**src/rtl/pulse_stretch_multi_pkg.sv**
```systemverilog
// Shared definitions for the multi-channel pulse stretcher.
//   state_t    : per-channel FSM encoding (IDLE / STRETCH / HOLDOFF)
//   clog2      : ceiling log2 for elaboration-time sizing
//   cnt_width  : counter width wide enough for both stretch and holdoff loads
package pulse_stretch_multi_pkg;

  typedef enum logic [1:0] {
    S_IDLE    = 2'd0,
    S_STRETCH = 2'd1,
    S_HOLDOFF = 2'd2
  } state_t;

  function automatic int clog2(input int value);
    int res;
    int v;
    res = 0;
    v   = value - 1;
    while (v > 0) begin
      res = res + 1;
      v   = v >> 1;
    end
    return res;
  endfunction

  function automatic int cnt_width(input int len_w, input int holdoff_cyc);
    int hw;
    hw = clog2(holdoff_cyc) + 1;
    return (len_w > hw) ? len_w : hw;
  endfunction

endpackage

```
**src/rtl/pulse_stretch_multi_chan.sv**
```systemverilog
// One channel of the pulse stretcher: edge detect, IDLE/STRETCH/HOLDOFF FSM,
// down-counter and sticky missed-trigger flag.
// Ports:
//   clk, rst      : clock, asynchronous active-low reset
//   in_pulse      : trigger input (synchronous to clk)
//   ch_en         : channel enable, 0 forces IDLE on the next edge
//   stretch_len   : stretch length, sampled on the trigger edge (0 behaves as 1)
//   retrig        : 1 = trigger during STRETCH reloads the length
//   missed_clr    : synchronous clear of the missed flag (wins over a set)
//   out_pulse     : registered stretched output
//   busy          : registered, high in STRETCH or HOLDOFF
//   missed        : sticky ignored-trigger flag
module pulse_stretch_multi_chan
  import pulse_stretch_multi_pkg::*;
#(
  parameter int LEN_W       = 8,
  parameter int HOLDOFF_CYC = 0
) (
  input  logic             clk,
  input  logic             rst,
  input  logic             in_pulse,
  input  logic             ch_en,
  input  logic [LEN_W-1:0] stretch_len,
  input  logic             retrig,
  input  logic             missed_clr,
  output logic             out_pulse,
  output logic             busy,
  output logic             missed
);

  localparam int CNT_W = cnt_width(LEN_W, HOLDOFF_CYC);
  localparam logic [CNT_W-1:0] ONE       = CNT_W'(1);
  localparam logic [CNT_W-1:0] HOLD_LOAD = (HOLDOFF_CYC > 0) ? CNT_W'(HOLDOFF_CYC - 1) : '0;

  state_t           state_q, state_d;
  logic [CNT_W-1:0] cnt_q, cnt_d;
  logic             out_q, out_d;
  logic             busy_q, busy_d;
  logic             missed_q, missed_d;
  logic             prev_q;
  logic             trig;
  logic             miss_set;
  logic [LEN_W-1:0] len_m1;
  logic [CNT_W-1:0] len_load;

  // A zero length is treated as one cycle, so the load value saturates at 0.
  assign len_m1   = (stretch_len == '0) ? '0 : (stretch_len - 1'b1);
  assign len_load = CNT_W'(len_m1);

  // prev_q tracks the raw input even while disabled, so re-enabling with the
  // input already high does not produce a trigger.
  assign trig = in_pulse & ~prev_q & ch_en;

  always_comb begin
    state_d  = state_q;
    cnt_d    = cnt_q;
    out_d    = out_q;
    busy_d   = busy_q;
    miss_set = 1'b0;
    if (!ch_en) begin
      state_d = S_IDLE;
      cnt_d   = '0;
      out_d   = 1'b0;
      busy_d  = 1'b0;
    end else begin
      case (state_q)
        S_IDLE: begin
          out_d  = 1'b0;
          busy_d = 1'b0;
          if (trig) begin
            state_d = S_STRETCH;
            cnt_d   = len_load;
            out_d   = 1'b1;
            busy_d  = 1'b1;
          end
        end
        S_STRETCH: begin
          if (trig && retrig) begin
            // Reload wins even on the final cycle of the stretch.
            cnt_d = len_load;
          end else begin
            miss_set = trig;
            if (cnt_q == '0) begin
              out_d = 1'b0;
              if (HOLDOFF_CYC > 0) begin
                state_d = S_HOLDOFF;
                cnt_d   = HOLD_LOAD;
              end else begin
                state_d = S_IDLE;
                busy_d  = 1'b0;
              end
            end else begin
              cnt_d = cnt_q - ONE;
            end
          end
        end
        S_HOLDOFF: begin
          miss_set = trig;
          out_d    = 1'b0;
          if (cnt_q == '0) begin
            state_d = S_IDLE;
            busy_d  = 1'b0;
          end else begin
            cnt_d = cnt_q - ONE;
          end
        end
        default: begin
          state_d = S_IDLE;
          cnt_d   = '0;
          out_d   = 1'b0;
          busy_d  = 1'b0;
        end
      endcase
    end
    missed_d = missed_clr ? 1'b0 : (missed_q | miss_set);
  end

  always_ff @(posedge clk or negedge rst) begin
    if (!rst) begin
      state_q  <= S_IDLE;
      cnt_q    <= '0;
      out_q    <= 1'b0;
      busy_q   <= 1'b0;
      missed_q <= 1'b0;
      // Start high so an input already asserted at reset release is not an edge.
      prev_q   <= 1'b1;
    end else begin
      state_q  <= state_d;
      cnt_q    <= cnt_d;
      out_q    <= out_d;
      busy_q   <= busy_d;
      missed_q <= missed_d;
      prev_q   <= in_pulse;
    end
  end

  assign out_pulse = out_q;
  assign busy      = busy_q;
  assign missed    = missed_q;

endmodule

```
**src/rtl/pulse_stretch_multi.sv**
```systemverilog
// N-channel pulse stretcher with retrigger mode, post-stretch holdoff,
// per-channel enable and sticky missed-trigger flags.
// Ports:
//   clk, rst      : clock, asynchronous active-low reset
//   in_pulse      : [N_CH] trigger inputs, synchronous to clk
//   ch_en         : [N_CH] per-channel enable
//   stretch_len   : [LEN_W] shared stretch length, sampled per channel at trigger
//   retrig        : shared retrigger mode
//   missed_clr    : shared synchronous clear of all missed flags
//   out_pulse     : [N_CH] stretched outputs
//   busy          : [N_CH] channel in STRETCH or HOLDOFF
//   missed        : [N_CH] sticky ignored-trigger flags
module pulse_stretch_multi
  import pulse_stretch_multi_pkg::*;
#(
  parameter int N_CH        = 4,
  parameter int LEN_W       = 8,
  parameter int HOLDOFF_CYC = 0
) (
  input  logic             clk,
  input  logic             rst,
  input  logic [N_CH-1:0]  in_pulse,
  input  logic [N_CH-1:0]  ch_en,
  input  logic [LEN_W-1:0] stretch_len,
  input  logic             retrig,
  input  logic             missed_clr,
  output logic [N_CH-1:0]  out_pulse,
  output logic [N_CH-1:0]  busy,
  output logic [N_CH-1:0]  missed
);

  for (genvar g = 0; g < N_CH; g++) begin : g_ch
    pulse_stretch_multi_chan #(
      .LEN_W       (LEN_W),
      .HOLDOFF_CYC (HOLDOFF_CYC)
    ) u_chan (
      .clk         (clk),
      .rst         (rst),
      .in_pulse    (in_pulse[g]),
      .ch_en       (ch_en[g]),
      .stretch_len (stretch_len),
      .retrig      (retrig),
      .missed_clr  (missed_clr),
      .out_pulse   (out_pulse[g]),
      .busy        (busy[g]),
      .missed      (missed[g])
    );
  end

endmodule
```
**config.mk**
```make
export PLATFORM = sky130hd
export DESIGN_NAME = pulse_stretch_multi
export DESIGN_NICKNAME = d
export VERILOG_FILES = /design/src/rtl/pulse_stretch_multi_pkg.sv /design/src/rtl/pulse_stretch_multi_chan.sv /design/src/rtl/pulse_stretch_multi.sv
export SDC_FILE = /design/constraint.sdc
export NUM_CORES = 1
export LEC_CHECK = 0
export ABC_AREA = 1
export CAP_MARGIN = 20
export CORE_MARGIN = 2
export CORE_UTILIZATION = 57
export DETAILED_ROUTE_END_ITERATION = 16
export PLACE_DENSITY_LB_ADDON = 0.12
export SLEW_MARGIN = 20
export SYNTH_ARGS = -nofsm -noshare
export SYNTH_HDL_FRONTEND = slang
export SYNTH_HIERARCHICAL = 1
export SYNTH_SLANG_ARGS = --single-unit
```
**constraint.sdc**
```tcl
create_clock -name clk -period 2.4 [get_ports clk]
set_input_delay 0.48 -clock clk [delete_from_list [all_inputs] [get_ports clk]]
set_output_delay 0.48 -clock clk [all_outputs]
set_load 0.005 [all_outputs]
```
Word-level counts from Yosys, hierarchy flattened
Cells that the tools add are included.
{ "totals": {"in_bits": 20, "wordCells": 179, "output_inout_bits": 12, "reg_bits": 56} }
{ "classes": {"n_eq_ne": 20, "add_sub_neg": 5, "n_reduce_logical": 21, "bitwise_logic": 16, "mux": 93} }
{ "op_table": {"columns": ["operator", "n"], "rows": [
  ["$mux W8", 17],
  ["$pmux W8 S3", 4],
  ["$logic_not A8 Y1", 5],
  ["$mux W1", 40],
  ["$sub A8 B1 Y8 const B", 5],
  ["$mux W2", 16],
  ["$ne A3 B2 Y1 const B", 8],
  ["$pmux W2 S3", 4],
  ["$pmux W1 S2", 8],
  ["$reduce_and A2 Y1", 8],
  ["$ne A3 B3 Y1 const B", 4],
  ["$pmux W1 S3", 4],
  ["$and A1 B1 Y1", 8],
  ["$eq A2 B1 Y1 const B", 4],
  ["$eq A2 B2 Y1 const B", 4],
  ["$logic_not A2 Y1", 4],
  ["$logic_and A1 B1 Y1", 4],
  ["$not A1 Y1", 4],
  ["$or A1 B1 Y1", 4]
]} }

Logic depth before layout (Yosys ltp)
Gate-level depths: netlist of the first run.
{ "depth": {"depth_word": 9, "mapped_depth": 11, "mapped_depth_nobuf": 11} }

Cells and area by module
The synthesis of the first run kept the hierarchy.
{ "by_module_without_submodules": {"columns": ["module", "seq_area_each_um2", "cells_per_inst", "n_inst", "area_per_inst_um2"], "rows": [
  ["pulse_stretch_multi_chan at g_ch[0].u_chan ...", 326.6, 160, 3, 1037.2],
  ["pulse_stretch_multi_chan at g_ch[3].u_chan", 326.6, 162, 1, 1054.8]
]} }

Worst setup path before layout of the first run
Ideal clock, no wire load.
{ "synth_path": {"path_kind": "flip-flop to flip-flop", "startpoint": "reg g_ch[3].u_chan.cnt_q[0]", "endpoint": "reg g_ch[3].u_chan.cnt_q[4]", "slack_ns": 0.977, "required_time_ns": 2.287, "stages_incl_launch_ff": 11, "synth_period_minus_slack_ns": 1.423, "setup_time_ns": 0.113, "arrival_ns": 1.311, "path_buffers": 0, "path_cell_list": "dfrtp_1 -> inv_1 -> ha_1 -> nand2_1 -> nor2_2 -> nand3_2 -> nand2_4 -> inv_4 -> or2_0 -> nand2_1 -> inv_1"} }
{ "synth_via": {"elab_chain_cells": 5, "word_cells_on_any_way": 6, "cone_classes": "add/sub: 1; mux: 4; reduce/logical: 1"} }
{ "synth_rtl": {"columns": ["element", "line", "rtl"], "rows": [
  ["start: declaration", "pulse_stretch_multi_chan.sv:36", "logic [CNT_W-1:0] cnt_q, cnt_d;"],
  ["start signal: assignment", "pulse_stretch_multi_chan.sv:129", "cnt_q <= cnt_d;"],
  ["$sub A8 B1 Y8 / $logic_not A8 Y1 (equally long branches)", null, null],
  ["$mux W8 (*)", "pulse_stretch_multi_chan.sv:83, pulse_stretch_multi_chan.sv:100", null],
  ["$mux W8", "pulse_stretch_multi_chan.sv:78", "if (trig && retrig) begin"],
  ["$pmux W8 S3 (*)", "pulse_stretch_multi_chan.sv:66", "case (state_q)"],
  ["$mux W8 (*)", "pulse_stretch_multi_chan.sv:60", "if (!ch_en) begin"]
]} }
Every way passes the cells marked *; elsewhere a longest branch is shown, timed or not.
A chain may end at the register's enable or synchronous reset.

Worst setup path after layout of the first run
{ "layout_path": {"startpoint": "in stretch_len[2]", "endpoint": "reg g_ch[0].u_chan.cnt_q[3]"} }
{ "layout_via": {"elab_chain_cells": 5, "word_cells_on_any_way": 7, "cone_classes": "add/sub: 1; mux: 5; reduce/logical: 1"} }
{ "layout_rtl": {"columns": ["element", "line", "rtl"], "rows": [
  ["start: declaration", "pulse_stretch_multi.sv:24", "input logic [LEN_W-1:0] stretch_len,"],
  ["$sub A8 B1 Y8 / $logic_not A8 Y1 (equally long branches)", "pulse_stretch_multi_chan.sv:47", "assign len_m1 = (stretch_len == '0) ? '0 : (stretch_len - 1'b1);"],
  ["$mux W8 (*)", "pulse_stretch_multi_chan.sv:47", null],
  ["$mux W8, on equally long branches", "pulse_stretch_multi_chan.sv:78, pulse_stretch_multi_chan.sv:70", null],
  ["$pmux W8 S3 (*)", "pulse_stretch_multi_chan.sv:66", null],
  ["$mux W8 (*)", "pulse_stretch_multi_chan.sv:60", null],
  ["end signal: assignment", "pulse_stretch_multi_chan.sv:129", null],
  ["end: declaration", "pulse_stretch_multi_chan.sv:36", null]
]} }
Every way passes the cells marked *; elsewhere a longest branch is shown, timed or not. The select of a mux whose other input is x is not followed.

==> run metrics, run 1 <==
outcome finished, final reports clean; actual slew at the worst max-slew pin 660 ps; wirelength, routed 9790 um; setup TNS after final layout 0 ps; routability cong. 0.876; clock slew seen by the registers of the worst setup and hold paths 100 ps; worst setup path class input pin to flop; Clock Sink Count 52; Tightest Hold Check Type input pin to async pin; post-synthesis sequential area ratio 31.4%; Rel. slew slack 56.0%; unrepaired setup endpoints after global routing false; Clock Skew 9.66 ps; H-tree lvl count 2; number of global-route vias before repair 3976; data required time at the worst endpoint 2600 ps; final worst setup slack 328 ps; number of remaining DRC errors 0; clock root buffer sky130_fd_sc_hd__clkbuf_8; antenna diode instance count 0; FMAX 483 MHz; post-route ant nets 0; clock tree from TritonCTS done; ratio of cells with drive above 1 in the final layout 12.9%; crit path from stretch_len[2]; buffers inserted during post-CTS setup optimization 0; via count 4174; overflow left after global routing 0; leakage 2.41 nW; share of the cycle needed by the critical path after routing 86.4%; Syn Area/Cell 6.49 um^2; combined global-route utilization of all metal layers 26.5%; layout net count 724; worst-path maximum fanout 11; total clock buffers created by CTS 5; Util after Layout 66.4%; router iterations before antenna repair 4; Avg Vias per Cell 5.30; Final Hold Slack 275 ps; IO Port Bufs 31; critical path arrival 2270 ps; Reg-to-Reg Start g_ch[2].u_chan/cnt_q[0]$_DFFE_PN0P_; synthesized area 0.00417 mm^2; antenna violations before repair 0; Fill cells 659; endpoints failing setup 0; Max rail drop VDD 0.279 mV; yosys synthesis warning count 6; Chip Width 89.5 um; area of the die 0.00801 mm^2; category of the worst setup path capture point flop; maximum number of pins on one net before global-route repair 53; number of instances in the synthesized netlist 642; Pwr per Cell Area 540 mW/mm^2; element type at the critical path start input pin; Yosys reg bits 52; violation count after the first detailed-route iteration 149; wire length of the first global-routing pass 16900 um; number of maximum-capacitance violations 0; Core Region 0.00718 mm^2; DP Worst Slack 47.8 ps; number of failing hold endpoints at the final stage 0; post-cts hold buffer count 0; Cell variety after synth 26; synth-to-layout area growth 14.4%; clock tree buffer depth 2; number of rows created at floorplan 31; number of top-level design ports 32; initial core utilization 58.1%; crit path time final 2070 ps; Final Max Tran Viols 0; count of instances resized after the clock tree is built 0; Clock Latency Late Sink 310 ps; Post-DP HPWL 7590 um; Mapped Nets 678; post-detailed-route wirelength per cell 12.4 um; die boundary height 89.5 um
[stage by stage]
step / instance area [um^2] / total power, W / cells
6_report: 4770 / 0.00257 / 788
5_1_grt: 4770 / 0.00278 / 788
4_1_cts: 4770 / 0.00260 / 788
3_5_place_dp: 4660 / 0.00197 / 780
3_3_place_gp: 4660 / 0.00195 / 780
2_1_floorplan: 4170 / 0.00171 / 642
[synthesized netlist by cell type, drive strengths merged]
library cell  number  area (um^2)
a21oi             21          116
dfrtp             48         1200
dfstp              4          105
ha                16          200
inv              114          438
nand2            173          702
nand3             79          415
nand3b             1         7.51
nand4             20          125
nor2             103          477
nor3              12         60.1
o21ai             30          150
o21ba              4         40.0
o21bai             8         60.1
or2                4         25.0
xnor2              4         35.0
xor2               1         8.76
[logic make-up after synthesis]
group           share of synthesized area [%]
flops                                    31.4
xor+xnor                                 1.05
simple gates                             43.5
compound gates                           8.80
fa+ha+maj                                4.80
buf+inv                                  10.5
[worst paths after layout]
kind                                                  endpoint  slack, ps  depth (start not counted)
max                        g_ch[0].u_chan/cnt_q[3]$_DFFE_PN0P_        330                          9
min                        g_ch[3].u_chan/cnt_q[2]$_DFFE_PN0P_        280                          2
max reg2reg                g_ch[2].u_chan/cnt_q[4]$_DFFE_PN0P_        750                         10
min reg2reg                    g_ch[1].u_chan/missed$_DFF_PN0_        520                          1
max in group asynchronous  g_ch[2].u_chan/cnt_q[1]$_DFFE_PN0P_       1680                          2
min in group clk               g_ch[1].u_chan/missed$_DFF_PN0_        520                          1
[registers in the layout, indices dropped and copies added, names as in the netlist]
register and cells:
g_ch.u_chan/cnt_q 32, g_ch.u_chan/busy 4, g_ch.u_chan/missed 4, g_ch.u_chan/out_pulse 4, g_ch.u_chan/prev_q 4, g_ch.u_chan/state_q 4
[where the power goes]
group	switching, W	internal (W)	total [W]
registers	0.000106	0.000981	0.00109
logic	0.000553	0.000321	0.000875
clock network	0.000303	0.000309	0.000613
total	0.000962	0.00161	0.00257
[worst max-delay path, stage by stage]
cell and delay [ps]:
sky130_fd_sc_hd__clkdlybuf4s50_1 670, sky130_fd_sc_hd__nor2_1 330, sky130_fd_sc_hd__nand2_1 140, sky130_fd_sc_hd__nor2_1 210, sky130_fd_sc_hd__inv_1 120, sky130_fd_sc_hd__nand2_1 110
sky130_fd_sc_hd__nor2_1 40, sky130_fd_sc_hd__nor2_1 90, sky130_fd_sc_hd__a21oi_1 80
[cells in the final DEF (no fill, tap or decap), types with 5 or more instances in the layout]
cell type	synthesis	routed
sky130_fd_sc_hd__nand2_1	164	164
sky130_fd_sc_hd__inv_1	86	86
sky130_fd_sc_hd__nor2_1	83	83
sky130_fd_sc_hd__nand3_1	75	75
sky130_fd_sc_hd__dfrtp_1	48	48
sky130_fd_sc_hd__clkdlybuf4s50_1	0	30
sky130_fd_sc_hd__inv_2	24	24
sky130_fd_sc_hd__nand4_1	20	20
sky130_fd_sc_hd__o21ai_0	18	18
sky130_fd_sc_hd__a21oi_1	18	18
sky130_fd_sc_hd__ha_1	16	16
sky130_fd_sc_hd__nor3_1	12	12
sky130_fd_sc_hd__nor2_2	12	12
sky130_fd_sc_hd__o21ai_1	12	12
sky130_fd_sc_hd__nor2_4	8	8
sky130_fd_sc_hd__o21bai_1	8	8
sky130_fd_sc_hd__buf_4	0	8
sky130_fd_sc_hd__nand2_4	6	6
sky130_fd_sc_hd__clkbuf_8	0	5
[cell type report]
| cell class | count | area (um^2) | area share, % |
|---|---|---|---|
| multi-input cells | 476 | 2420 | 50.8 |
| flip-flops and latches | 52 | 1310 | 27.4 |
| inverters | 114 | 438 | 9.19 |
| repair buffers | 39 | 365 | 7.66 |
| well taps | 99 | 124 | 2.60 |
| clock buffers | 5 | 68.8 | 1.44 |
| clock inverters | 3 | 42.5 | 0.892 |
[layer usage]
| layer | global-route usage [%] | part of all wire, % | vias to the layer above |
|---|---|---|---|
| li1 | - | - | 2134 |
| met1 | 33.9 | 46 | 1939 |
| met2 | 46.5 | 49 | 85 |
| met3 | 3.60 | 3.4 | 16 |
| met4 | 7.60 | 1.6 | 0 |
| met5 | 0 | 0 | - |
Note: power is estimated with default switching activity, not from simulation.
==> run 2: changes to the inputs <==
--- a/config.mk
+++ b/config.mk
@@ -8,7 +8,8 @@
 export ABC_AREA = 1
 export CAP_MARGIN = 20
 export CORE_MARGIN = 2
-export CORE_UTILIZATION = 57
+export CORE_UTILIZATION = 54
+export CTS_CLUSTER_DIAMETER = 40
 export DETAILED_ROUTE_END_ITERATION = 16
 export PLACE_DENSITY_LB_ADDON = 0.12
 export SLEW_MARGIN = 20
==> constraint.sdc (replaced) <==
create_clock -name clk -period 1.7 [get_ports clk]
set_input_delay 0.34 -clock clk [delete_from_list [all_inputs] [get_ports clk]]
set_output_delay 0.34 -clock clk [all_outputs]
set_load 0.005 [all_outputs]
==> run 2 against run 1 <==
Against the previous run:
- global-route usage rose by 0.55 points
- sequential power rose by 41%
- sequential share of layout area fell by 3.9 points
==> run metrics, run 2 (synthesis results as in run 1) <==
Pwr per Cell Area 712 mW/mm^2 (+32%); Buffers & Inverters on Critical Path 4 (+2); synth-to-layout area growth 33.2%; unrepaired setup endpoints after global routing true; DP Worst Slack -359 ps (-407 ps); kind of cell adding the most delay to the critical path buffers and inverters; cells along the critical path clkdlybuf4s50_1 -> buf_4 -> nand2_2 -> nor2_2 -> inv_2 -> nand3_2 -> nand2_4 -> nor2_1 -> nand3_1 -> nand2_1 -> inv_1; clock slew seen by the registers of the worst setup and hold paths 110 ps (about the same); Clock Skew 12.3 ps (+2.60 ps); maximum number of pins on one net before global-route repair 53 (unchanged); Largest Register g_ch.u_chan/cnt_q; Tightest Hold Check Type input pin to flop; post-placement cell area 0.00529 mm^2 (+14%); Core Region 0.00761 mm^2 (+6.0%); critical path arrival 1860 ps (-410 ps); antenna violations before repair 0 (unchanged); setup TNS after final layout 0 ps (unchanged); violation count after the first detailed-route iteration 213 (+43%); crit path time final 1650 ps; Avg Vias per Cell 5.07 (-4.3%); clock tree buffer depth 2 (unchanged); Chip Width 91.8 um (+2.6%); data required time at the worst endpoint 1910 ps (-690 ps); most common library cell in the layout ignoring fill and taps sky130_fd_sc_hd__nand2_1; clock tree from TritonCTS done; overflow left after global routing 0 (unchanged); Clock Sink Count 52 (unchanged); IO Port Bufs 31 (unchanged); via count 4449 (+6.6%); Critical Path Slowest Stage Cell sky130_fd_sc_hd__clkdlybuf4s50_1; worst setup path class input pin to flop; number of rows created at floorplan 32 (+3.2%); layout net count 811 (+12%); total clock buffers created by CTS 5 (unchanged); ratio of cells with drive above 1 in the final layout 25.5% (+13 points); outcome finished, final reports clean; share of the cycle needed by the critical path after routing 96.9%; die boundary height 91.8 um (+2.6%); final non-filler cell area 0.00555 mm^2 (+16%); Max rail drop VDD 0.442 mV (+58%); actual slew at the worst max-slew pin 313 ps (-347 ps); number of top-level design ports 32 (unchanged); number of maximum-capacitance violations 0 (unchanged); FMAX 607 MHz; Post-DP HPWL 8330 um (+9.7%); number of remaining DRC errors 0 (unchanged); antenna diode instance count 0 (unchanged); Fill cells 623 (-5.5%); commonest cells after routing, fill and taps aside sky130_fd_sc_hd__nand2_1 (160), sky130_fd_sc_hd__buf_4 (92), sky130_fd_sc_hd__inv_1 (83); router iterations before antenna repair 4 (unchanged); worst-path maximum fanout 8 (-3); routability cong. 0.911 (+3.9%); post-detailed-route wirelength per cell 12.8 um (+2.9%); category of the worst setup path capture point flop; leakage 2.86 nW (+19%); initial core utilization 54.8% (-3.3 points); clock root buffer sky130_fd_sc_hd__clkbuf_8; wire length of the first global-routing pass 18800 um (+11%); Rel. slew slack 79.1% (+23 points); H-tree lvl count 2 (unchanged); placed cell count 863 (+11%); wirelength, routed 11200 um (+15%); endpoints failing setup 0 (unchanged); final non-filler cell total 878 (+11%); flip-flop count of the largest register, all copies and words added 32 (unchanged); final worst setup slack 52.6 ps (-275 ps); number of failing hold endpoints at the final stage 0 (unchanged); post-route ant nets 0 (unchanged); Final Max Tran Viols 0 (unchanged); Clock Latency Late Sink 330 ps (+20 ps); largest stage delay on the critical path 490 ps (-180 ps); element type at the critical path start input pin; combined global-route utilization of all metal layers 27.0% (+0.55 points); area of the die 0.00843 mm^2 (+5.3%); number of global-route vias before repair 4339 (+9.1%); Util after Layout 73.0% (+6.5 points)
run 2: changes by cell type in the layout (fill, tap and decap cells not counted), moves of 4 or more:
cell | before | now
sky130_fd_sc_hd__nand2_1 | 164 | 160
sky130_fd_sc_hd__nor2_2 | 12 | 20
sky130_fd_sc_hd__nor2_1 | 83 | 73
sky130_fd_sc_hd__nand2_2 | 3 | 7
sky130_fd_sc_hd__buf_4 | 8 | 92
run 2: path summary, 6_finish.rpt:
path,startpoint,end,slack (ps),cells past startpoint
max,retrig,g_ch[2].u_chan/cnt_q[6]$_DFFE_PN0P_,50,11
min,in_pulse[1],g_ch[1].u_chan/prev_q$_DFF_PN1_,490,1
max reg2reg,g_ch[3].u_chan/cnt_q[2]$_DFFE_PN0P_,g_ch[3].u_chan/cnt_q[4]$_DFFE_PN0P_,120,9
min reg2reg,g_ch[0].u_chan/busy$_DFFE_PN0P_,g_ch[0].u_chan/busy$_DFFE_PN0P_,530,2
max in group asynchronous,rst,g_ch[2].u_chan/prev_q$_DFF_PN1_,870,3
min in group asynchronous,rst,g_ch[3].u_chan/cnt_q[1]$_DFFE_PN0P_,530,3
run 2: report_power, final:
part | switching [W] | leakage, nW | internal [W] | total (W)
registers | 0.000153 | 0.663 | 0.00138 | 0.00154
logic | 0.000846 | 2.14 | 0.000614 | 0.00146
clock network | 0.000474 | 0.0614 | 0.000483 | 0.000957
run 2: stage by stage:
stage	power (W)	hold slack [ps]
after floorplan	0.00241	44.4
after global placement	0.00290	357
after detailed placement	0.00295	360
after CTS	0.00392	478
after global routing	0.00423	477
final	0.00396	485
run 2: layer usage:
metal | share of wire (%) | routed length [um] | track usage, % | up-vias
met3 | 2.7 | 304 | 3.12 | 16
met2 | 51 | 5690 | 48.2 | 81
met1 | 45 | 5060 | 34.6 | 2048
li1 | - | - | - | 2304
met5 | 0 | 0 | 0 | -
met4 | 1.5 | 164 | 7.46 | 0
run 2: layout make-up:
cell class | instances | area [um^2] | share of cell area (%)
Clock buffer | 6 | 82.6 | 1.49
Clock inverter | 2 | 38.8 | 0.699
Inverter | 114 | 438 | 7.89
Multi-Input combinational cell | 476 | 2510 | 45.2
Sequential cell | 52 | 1310 | 23.5
Tap cell | 102 | 128 | 2.30
Timing Repair Buffer | 126 | 1050 | 18.9
run 2: repair_timing:
action | 4_1_cts | 5_1_grt
resized for setup | 1 | 29
endpoints found under the setup margin | 10 | 29
pin swaps | 0 | 6
hold buffers | 1 | 0
hold endpoints to repair | 4 | 0
setup buffers | 0 | 6
run 2: worst register-to-register path: stages, from the launching register on:
cell                      delay [ps]
sky130_fd_sc_hd__dfrtp_1         450
sky130_fd_sc_hd__nor2_2          160
sky130_fd_sc_hd__nand2_1          90
sky130_fd_sc_hd__nor2_2          160
sky130_fd_sc_hd__nand3_2         100
sky130_fd_sc_hd__nand2_4         150
sky130_fd_sc_hd__inv_4            70
sky130_fd_sc_hd__or2_0           200
sky130_fd_sc_hd__nand2_1          70
sky130_fd_sc_hd__inv_1            30
==> run 3: changes to the inputs <==
--- a/config.mk
+++ b/config.mk
@@ -7,7 +7,6 @@
 export LEC_CHECK = 0
 export ABC_AREA = 1
 export CAP_MARGIN = 20
-export CORE_MARGIN = 2
 export CORE_UTILIZATION = 54
 export CTS_CLUSTER_DIAMETER = 40
 export DETAILED_ROUTE_END_ITERATION = 16
==> run 3 against run 2 <==
Against the previous run:
- the run now ends with hold timing left
- clock power down 17%
- clock skew grew 4.1 ps
- register-to-register slack lost 30 ps
- sequential share of layout area up 0.15 points
- core utilization grew 1.9 points
- first-iteration DRC count decreased by 5.6%
- total power decreased by 4.2%
- largest power group unchanged
==> run metrics, run 3 (synthesis results as in run 1) <==
outcome complete, but fails checks; violations in the final reports hold timing; Largest Register g_ch.u_chan/cnt_q; Clock Sink Count 52 (unchanged); flip-flop count of the largest register, all copies and words added 32 (unchanged); antenna violations before repair 1 (+1); die boundary height 89.8 um (-2.2%); Final Max Tran Viols 0 (unchanged); number of top-level design ports 32 (unchanged); clock slew seen by the registers of the worst setup and hold paths 110 ps (about the same); clock tree buffer depth 2 (unchanged); Final Hold Slack -1.37 ps (-486 ps); number of global-route vias before repair 4499 (+3.7%); final worst setup slack 87.8 ps (+35.2 ps); DP Worst Slack -405 ps (-45.9 ps); clock root buffer sky130_fd_sc_hd__clkbuf_8; total clock buffers created by CTS 5 (unchanged); H-tree lvl count 2 (unchanged); worst setup path class flop to flop; leakage 2.86 nW (about the same); via count 4514 (+1.5%); synth-to-layout area growth 32.4%; actual slew at the worst max-slew pin 351 ps (+37.7 ps); share of the cycle needed by the critical path after routing 94.8% (-2.1 points); critical path arrival 1830 ps (-30 ps); commonest cells after routing, fill and taps aside sky130_fd_sc_hd__nand2_1 (164), sky130_fd_sc_hd__buf_4 (95), sky130_fd_sc_hd__inv_1 (83); post-detailed-route wirelength per cell 12.6 um (-1.4%); overflow left after global routing 0 (unchanged); category of the worst setup path capture point flop; maximum number of pins on one net before global-route repair 53 (unchanged); wire length of the first global-routing pass 19100 um (+1.9%); Tightest Hold Check Type input pin to async pin; number of remaining DRC errors 0 (unchanged); wirelength, routed 11100 um (-1.4%); router iterations before antenna repair 4 (unchanged); crit path time final 1610 ps (-35.2 ps); clock tree from TritonCTS done; post-placement cell area 0.00535 mm^2 (+1.2%); routability cong. 0.920 (+1.0%); number of rows created at floorplan 31 (-3.1%); Clock Latency Late Sink 320 ps (about the same); initial core utilization 56.5% (+1.8 points); ratio of cells with drive above 1 in the final layout 24.4% (-1.1 points); Rel. slew slack 76.6% (-2.5 points); Post-DP HPWL 8580 um (+3.0%); layout net count 813 (+0.25%); endpoints failing setup 0 (unchanged); IO Port Bufs 31 (unchanged); Pwr per Cell Area 687 mW/mm^2 (-3.6%); final non-filler cell total 878 (unchanged); post-route ant nets 0 (unchanged); number of maximum-capacitance violations 0 (unchanged); Chip Width 89.8 um (-2.2%); final non-filler cell area 0.00552 mm^2 (-0.63%); Core Region 0.00737 mm^2 (-3.1%); Clock Skew 16.3 ps (+4.05 ps); unrepaired setup endpoints after global routing true; number of failing hold endpoints at the final stage 1 (+1); FMAX 620 MHz (+2.2%); violation count after the first detailed-route iteration 201 (-5.6%); worst-path maximum fanout 7 (-1); Avg Vias per Cell 5.14 (+1.5%); placed cell count 869 (+0.70%); most common library cell in the layout ignoring fill and taps sky130_fd_sc_hd__nand2_1; area of the die 0.00807 mm^2 (-4.3%); element type at the critical path start flop; Max rail drop VDD 0.533 mV (+21%); Fill cells 602 (-3.4%); data required time at the worst endpoint 1920 ps (about the same); post-cts hold buffer count 0 (-1); combined global-route utilization of all metal layers 28.5% (+1.5 points); setup TNS after final layout 0 ps (unchanged)
## run 3: cell type report
cell class                 instances  area, um^2  share of cell area, %
timing repair buffer             128        1060                   19.3
inverter                         114         438                   7.94
clock buffer                       6        82.6                   1.50
sequential                        52        1310                   23.7
multi-input combinational        476        2490                   45.1
tap                               99         124                   2.25
clock inverter                     2        15.0                  0.272
antenna                            1        2.50                 0.0454
## run 3: worst paths after layout
path                                                     startpoint  slack, ps  depth (start not counted)                             endpoint
worst max-delay path            g_ch[1].u_chan/cnt_q[0]$_DFFE_PN0P_         90                         10  g_ch[1].u_chan/cnt_q[4]$_DFFE_PN0P_
worst min-delay path                                            rst         -1                          2  g_ch[3].u_chan/cnt_q[3]$_DFFE_PN0P_
worst max register to register  g_ch[1].u_chan/cnt_q[0]$_DFFE_PN0P_         90                         10  g_ch[1].u_chan/cnt_q[4]$_DFFE_PN0P_
worst min register to register      g_ch[1].u_chan/missed$_DFF_PN0_        530                          1      g_ch[1].u_chan/missed$_DFF_PN0_
max in group asynchronous                                       rst       1390                          2      g_ch[2].u_chan/prev_q$_DFF_PN1_
min in group clk                                        in_pulse[2]        510                          1      g_ch[2].u_chan/prev_q$_DFF_PN1_
## run 3: power by group
group | total, W | internal [W] | switching, W
logic | 0.00145 | 0.000603 | 0.000850
clock network | 0.000791 | 0.000331 | 0.000460
registers | 0.00154 | 0.00138 | 0.000158
total | 0.00379 | 0.00232 | 0.00147
## run 3: metal layers
layer	global-route usage (%)	vias up	share of wire [%]
li1	-	2306	-
met1	35.7	2109	46
met4	7.65	0	1.2
met5	0	-	0
met3	3.30	14	3.5
met2	51.7	85	50
## run 3: critical path, cell delays in order (launching register included)
cell and delay (ps):
sky130_fd_sc_hd__dfrtp_1 410, sky130_fd_sc_hd__inv_2 90, sky130_fd_sc_hd__ha_1 160, sky130_fd_sc_hd__nand2_1 90, sky130_fd_sc_hd__nor2_4 150, sky130_fd_sc_hd__nand3_2 100, sky130_fd_sc_hd__nand2_4 140, sky130_fd_sc_hd__inv_4 70
sky130_fd_sc_hd__or2_0 210, sky130_fd_sc_hd__nand2_1 70, sky130_fd_sc_hd__inv_1 40
## run 3: what timing repair did
item / in CTS / in global routing
pin swaps: 0 / 1
cloned: 0 / 0
endpoints found under the setup margin: 23 / 18
resized for setup: 1 / 20
buffers inserted: 0 / 0
## run 3: stage by stage
stage	total power [W]	utilization (%)
6_report	0.00379	74.9
5_1_grt	0.00409	74.9
4_1_cts	0.00378	73.9
3_5_place_dp	0.00298	72.6
3_3_place_gp	0.00292	72.6
2_1_floorplan	0.00241	-
